**config.mk**
```make
export PLATFORM = sky130hd
export DESIGN_NAME = mem_access_unit
export DESIGN_NICKNAME = d
export VERILOG_FILES = /design/src/rtl/mem_access_unit.sv
export SDC_FILE = /design/constraint.sdc
export NUM_CORES = 1
export LEC_CHECK = 0
export CAP_MARGIN = 40
export CORE_UTILIZATION = 45
export CTS_CLUSTER_SIZE = 24
export DETAILED_ROUTE_END_ITERATION = 6
export MAX_ROUTING_LAYER = met4
export PLACE_DENSITY = 0.86
export SYNTH_ARGS = -nofsm -noshare
export SYNTH_HDL_FRONTEND = slang
export SYNTH_SLANG_ARGS = --single-unit
```
**constraint.sdc**
```tcl
create_clock -name clk -period 2.8 [get_ports clk]
set_input_delay 0.28 -clock clk [delete_from_list [all_inputs] [get_ports clk]]
set_output_delay 0.28 -clock clk [all_outputs]
set_load 0.02 [all_outputs]
```
**src/rtl/mem_access_unit.sv**
```systemverilog
// MEM-stage load/store request unit: lane-aligns store data, builds byte masks, runs the dcache handshake.
// Latency: request sampled in IDLE, dcache request next cycle, done the cycle after data_resp; misaligned = 1 cycle.
module mem_access_unit #(
    parameter int ADDR_W = 32,
    parameter int DATA_W = 32
) (
    input  logic              clk,
    input  logic              rst,
    input  logic              req_valid,
    input  logic              req_load,
    input  logic              req_store,
    input  logic [2:0]        funct3,
    input  logic [ADDR_W-1:0] addr,
    input  logic [DATA_W-1:0] store_data,
    input  logic              advance,
    output logic              data_read,
    output logic              data_write,
    output logic [3:0]        data_mbe,
    output logic [ADDR_W-1:0] data_addr,
    output logic [DATA_W-1:0] data_wdata,
    input  logic              data_resp,
    input  logic [DATA_W-1:0] data_rdata,
    output logic [DATA_W-1:0] mdrreg_out,
    output logic [3:0]        rmask,
    output logic [3:0]        wmask,
    output logic              misaligned,
    output logic              done,
    output logic              mem_stall
);

    typedef enum logic [1:0] {
        IDLE = 2'b00,
        BUSY = 2'b01,
        DONE = 2'b10
    } state_e;

    state_e            state_q, state_d;
    logic              data_read_q, data_read_d;
    logic              data_write_q, data_write_d;
    logic [3:0]        data_mbe_q, data_mbe_d;
    logic [ADDR_W-1:0] data_addr_q, data_addr_d;
    logic [DATA_W-1:0] data_wdata_q, data_wdata_d;
    logic [DATA_W-1:0] mdrreg_q, mdrreg_d;
    logic [3:0]        rmask_q, rmask_d;
    logic [3:0]        wmask_q, wmask_d;
    logic              misaligned_q, misaligned_d;
    logic              done_q, done_d;
    logic              is_load_q, is_load_d;

    logic              legal_c;
    logic [1:0]        size_c;
    logic [1:0]        off_c;
    logic [3:0]        mask_c;
    logic [DATA_W-1:0] wdata_c;
    logic              mis_c;

    // Access size decode; anything outside the RV32I load/store funct3 set falls back to a word access.
    always_comb begin
        legal_c = 1'b0;
        if (req_load) begin
            case (funct3)
                3'b000, 3'b001, 3'b010, 3'b100, 3'b101: legal_c = 1'b1;
                default:                                legal_c = 1'b0;
            endcase
        end else begin
            case (funct3)
                3'b000, 3'b001, 3'b010: legal_c = 1'b1;
                default:                legal_c = 1'b0;
            endcase
        end
        size_c = legal_c ? funct3[1:0] : 2'b10;
    end

    always_comb begin
        off_c   = addr[1:0];
        mask_c  = 4'b1111;
        wdata_c = store_data;
        mis_c   = 1'b0;
        case (size_c)
            2'b00: begin
                mask_c  = 4'b0001 << off_c;
                wdata_c = {4{store_data[7:0]}};
            end
            2'b01: begin
                mask_c  = 4'b0011 << off_c;
                wdata_c = {2{store_data[15:0]}};
                mis_c   = off_c[0];
            end
            default: begin
                mask_c  = 4'b1111;
                wdata_c = store_data;
                mis_c   = (off_c != 2'b00);
            end
        endcase
    end

    always_comb begin
        state_d      = state_q;
        data_read_d  = data_read_q;
        data_write_d = data_write_q;
        data_mbe_d   = data_mbe_q;
        data_addr_d  = data_addr_q;
        data_wdata_d = data_wdata_q;
        mdrreg_d     = mdrreg_q;
        rmask_d      = rmask_q;
        wmask_d      = wmask_q;
        misaligned_d = misaligned_q;
        done_d       = done_q;
        is_load_d    = is_load_q;
        case (state_q)
            IDLE: begin
                if (req_valid) begin
                    if (mis_c) begin
                        state_d      = DONE;
                        misaligned_d = 1'b1;
                        done_d       = 1'b1;
                        rmask_d      = 4'b0000;
                        wmask_d      = 4'b0000;
                    end else begin
                        state_d      = BUSY;
                        is_load_d    = req_load;
                        // Load wins if both are ever set, so read and write can never be raised together.
                        data_read_d  = req_load;
                        data_write_d = req_store && !req_load;
                        data_addr_d  = {addr[ADDR_W-1:2], 2'b00};
                        data_mbe_d   = mask_c;
                        data_wdata_d = wdata_c;
                        rmask_d      = req_load ? mask_c : 4'b0000;
                        wmask_d      = req_load ? 4'b0000 : mask_c;
                    end
                end
            end
            BUSY: begin
                if (data_resp) begin
                    state_d      = DONE;
                    data_read_d  = 1'b0;
                    data_write_d = 1'b0;
                    done_d       = 1'b1;
                    if (is_load_q) begin
                        mdrreg_d = data_rdata;
                    end
                end
            end
            DONE: begin
                if (advance) begin
                    state_d      = IDLE;
                    done_d       = 1'b0;
                    misaligned_d = 1'b0;
                end
            end
            default: begin
                state_d = IDLE;
            end
        endcase
    end

    always_ff @(posedge clk) begin
        if (rst) begin
            state_q      <= IDLE;
            data_read_q  <= 1'b0;
            data_write_q <= 1'b0;
            data_mbe_q   <= 4'b0000;
            data_addr_q  <= '0;
            data_wdata_q <= '0;
            mdrreg_q     <= '0;
            rmask_q      <= 4'b0000;
            wmask_q      <= 4'b0000;
            misaligned_q <= 1'b0;
            done_q       <= 1'b0;
            is_load_q    <= 1'b0;
        end else begin
            state_q      <= state_d;
            data_read_q  <= data_read_d;
            data_write_q <= data_write_d;
            data_mbe_q   <= data_mbe_d;
            data_addr_q  <= data_addr_d;
            data_wdata_q <= data_wdata_d;
            mdrreg_q     <= mdrreg_d;
            rmask_q      <= rmask_d;
            wmask_q      <= wmask_d;
            misaligned_q <= misaligned_d;
            done_q       <= done_d;
            is_load_q    <= is_load_d;
        end
    end

    always_ff @(posedge clk) begin
        if (!rst && req_valid && state_q == IDLE) begin
            assert (legal_c)
            else $fatal(1, "mem_access_unit: illegal funct3 %b", funct3);
        end
    end

    assign data_read  = data_read_q;
    assign data_write = data_write_q;
    assign data_mbe   = data_mbe_q;
    assign data_addr  = data_addr_q;
    assign data_wdata = data_wdata_q;
    assign mdrreg_out = mdrreg_q;
    assign rmask      = rmask_q;
    assign wmask      = wmask_q;
    assign misaligned = misaligned_q;
    assign done       = done_q;
    assign mem_stall  = req_valid && (state_q != DONE);

endmodule
```
==> flow_summary.json <==
{
  "crit_chain": "inv_1, ha_1, nor2b_1, clkdlybuf4s50_1",
  "viasPerCell": 5.48,
  "synth_area_mm2": 0.00482,
  "synthMuxAreaShare_pct": 7.30,
  "grt_pass1_vias": 4990,
  "critPathMaxStageDelay_ns": 0.61,
  "cp_max_fo": 4,
  "yosysUniqueCellTypes": 47,
  "gp_congestion": 0.885,
  "io_buffers": 216,
  "period_minus_slack_ns": 2.22,
  "synth_fa_ha_area_share_pct": 0.779,
  "yosys_warnings": 0,
  "irDropWorstVdd_mv": 0.346,
  "post_cts_resized": 0,
  "ys_seq_area_share_pct": 47.0,
  "required_ns": 2.52,
  "critical_path.slowest_cell": "clkdlybuf4s50_1",
  "rsz0062_at_grt": "false",
  "synth_compound_area_share_pct": 23.7,
  "drive_gt1_share_pct": 8.29,
  "path_clk_slew_ns": 0.06,
  "clock-root-buffer": "clkbuf_8",
  "slew_viol_final": 0,
  "dp_cells": 876,
  "stdcell_count": 908,
  "wl_um": 15000,
  "synthXorXnorAreaFrac_pct": 0,
  "die_h_um": 105,
  "cts_buffer_depth": 2,
  "path_buf_inv": 2,
  "synthArstFlopShare_pct": 0,
  "drt_iter0_drc": 271,
  "post-route-period-util_pct": 79.3,
  "cts_buffers": 17,
  "grt_first_pass_wirelength_um": 23700,
  "row_count": 37,
  "maxCapViolations": 0,
  "tightestPinTransition_ns": 0.905,
  "nets": 868,
  "synth_largest_area_cell": "dfxtp_1",
  "outcome": "finished with violations",
  "ys_top_cells_by_area": "dfxtp_1 (47%), a21oi_1 (11%), mux2i_1 (7.1%), nand2_1 (5.9%), nand3_1 (4.3%)",
  "ctsHoldBuffers": 0,
  "cts_tree": "done",
  "setup_viol": 0,
  "antenna_found_initial": 0,
  "cp-start-kind": "register",
  "wl_per_cell_um": 16.5,
  "grtUsageTotal_pct": 27.5,
  "finClkSkew_ns": 0.00967,
  "p_leak_nw": 2.75,
  "failed_checks": "design-rule violations",
  "path_class": "reg2out",
  "final_area_mm2": 0.00757,
  "first_pass_iters": 7,
  "ys.flop_type": "dfxtp_1",
  "n_antenna_cell": 0,
  "synth_seq_cells": 113,
  "worstSetupEndpointType": "output pin",
  "core-area_mm2": 0.0104,
  "synth_simple_gate_area_share_pct": 15.4,
  "grt_start_max_net_pins": 89,
  "overflow": 0,
  "die_area_mm2": 0.0111,
  "vias": 4975,
  "htreeDepth": 4,
  "clkSinkCount": 113,
  "syn_area_per_cell_um2": 8.57,
  "drc": 2,
  "worst-endpoint-arrival_ns": 1.94,
  "clk_latency_ns": 0.50,
  "rrSetupSlack_ns": 0.87,
  "powerDensity_mw_per_mm2": 630,
  "syn_to_final_growth_pct": 57.2,
  "setup_tns_ns": 0,
  "post_cts_buffers": 0,
  "hp-class": "in2reg",
  "hold_violations": 0,
  "start_util_pct": 46.4,
  "die_w_um": 105,
  "fin_util_pct": 73.0,
  "relSlewSlack_pct": 39.7,
  "hpwlAfterDp_um": 10500,
  "detailed_place.area_mm2": 0.00702,
  "fmax_ghz": 0.451,
  "synth_edf_count": 0,
  "netlist_instances": 562,
  "antenna_left": 0,
  "synth_top_family_by_area": "compound AO/OA/AOI/OAI gates",
  "synth_top_area_share_pct": 47.0,
  "crit_family": "buffers and inverters",
  "io_pins": 219
}
synthesized netlist by cell type (2+ instances only):
master,number
ha_1,3
buf_1,2
a21oi_1,109
nand2_2,2
o21ai_0,4
a22oi_1,2
buf_2,24
mux2i_1,34
a211o_1,8
buf_4,6
nand4_1,4
a21oi_2,2
nand2b_1,12
a211oi_2,8
and3_1,2
nor3_1,4
dfxtp_1,113
a311oi_1,2
a211oi_1,10
or3_1,2
clkbuf_1,18
o21ai_1,38
nand3_1,41
nor2_1,8
inv_1,6
nand2_1,76
nor2b_1,2
power by group:
part           internal [mW]  switching (mW)
clock                   1.18           0.796
sequential              1.71          0.0587
combinational          0.472           0.551
per-stage QoR:
step                power (mW)  setup WS, ns  hold WS (ns)
floorplan                 2.35          1.23         0.416
detailed placement        2.82         0.514         0.444
global route              4.96         0.516         0.319
finish                    4.77         0.581         0.325
global placement          2.78         0.594         0.441
CTS                       4.79         0.573         0.303
worst paths after layout:
kind	from	to	cells past startpoint
hold / removal	data_rdata[25]	mdrreg_out[25]	3
hold reg to reg	mdrreg_out[7]	mdrreg_out[7]	2
setup reg to reg	state_q[1]	data_wdata[14]	8
setup / recovery	state_q[0]	mem_stall	4
worst register-to-register path, cell delays in order, from the launching register on:
cell and delay, ns:
dfxtp_1 0.33, inv_1 0.11, ha_1 0.25, and2_1 0.31
nand2_1 0.11, buf_4 0.20, nor2_2 0.09, buf_4 0.25
a211oi_1 0.12
layout make-up:
class,instances,area (um^2)
clock buffers,17,414
clock inverters,15,134
fillers,805,2800
inverters,7,26.3
multi-input cells,392,2300
flip-flops and latches,113,2260
well taps,136,170
repair buffers,228,2260
registers in the layout, indices dropped and copies added, names as in the netlist, 2 cells and up:
signal and cells:
data_addr 30, data_mbe 4, data_wdata 32, mdrreg_out 32
rmask 4, state_q 2, wmask 4
metal layers:
metal  global-route usage, %  up-vias  part of all wire, %
li1                        -     2381                    -
met1                    31.5     2322                   40
met2                    47.1      243                   51
met3                    5.13       29                  6.6
met4                    11.3        0                  2.3
met5                       -        -                    0
cell families (layout without fill, tap and decap cells):
group	Yosys count	in the layout
compound gates	193	193
simple gates	159	159
flops	113	113
buf+inv	58	267
mux	35	35
fa+ha+maj	3	3
other cells	1	2
cells in the final DEF, fill, tap and decap left out, types with 8 or more instances in the layout:
cell	n
a211oi_1	10
a21oi_1	109
a211oi_2	8
nand3_1	41
a211o_1	8
clkbuf_16	16
clkdlybuf4s50_1	215
nand2_1	76
nor2_1	8
o21ai_1	38
mux2i_1	34
dfxtp_1	113
buf_4	12
nand2b_1	12
Power figures use the tool's default switching activity.
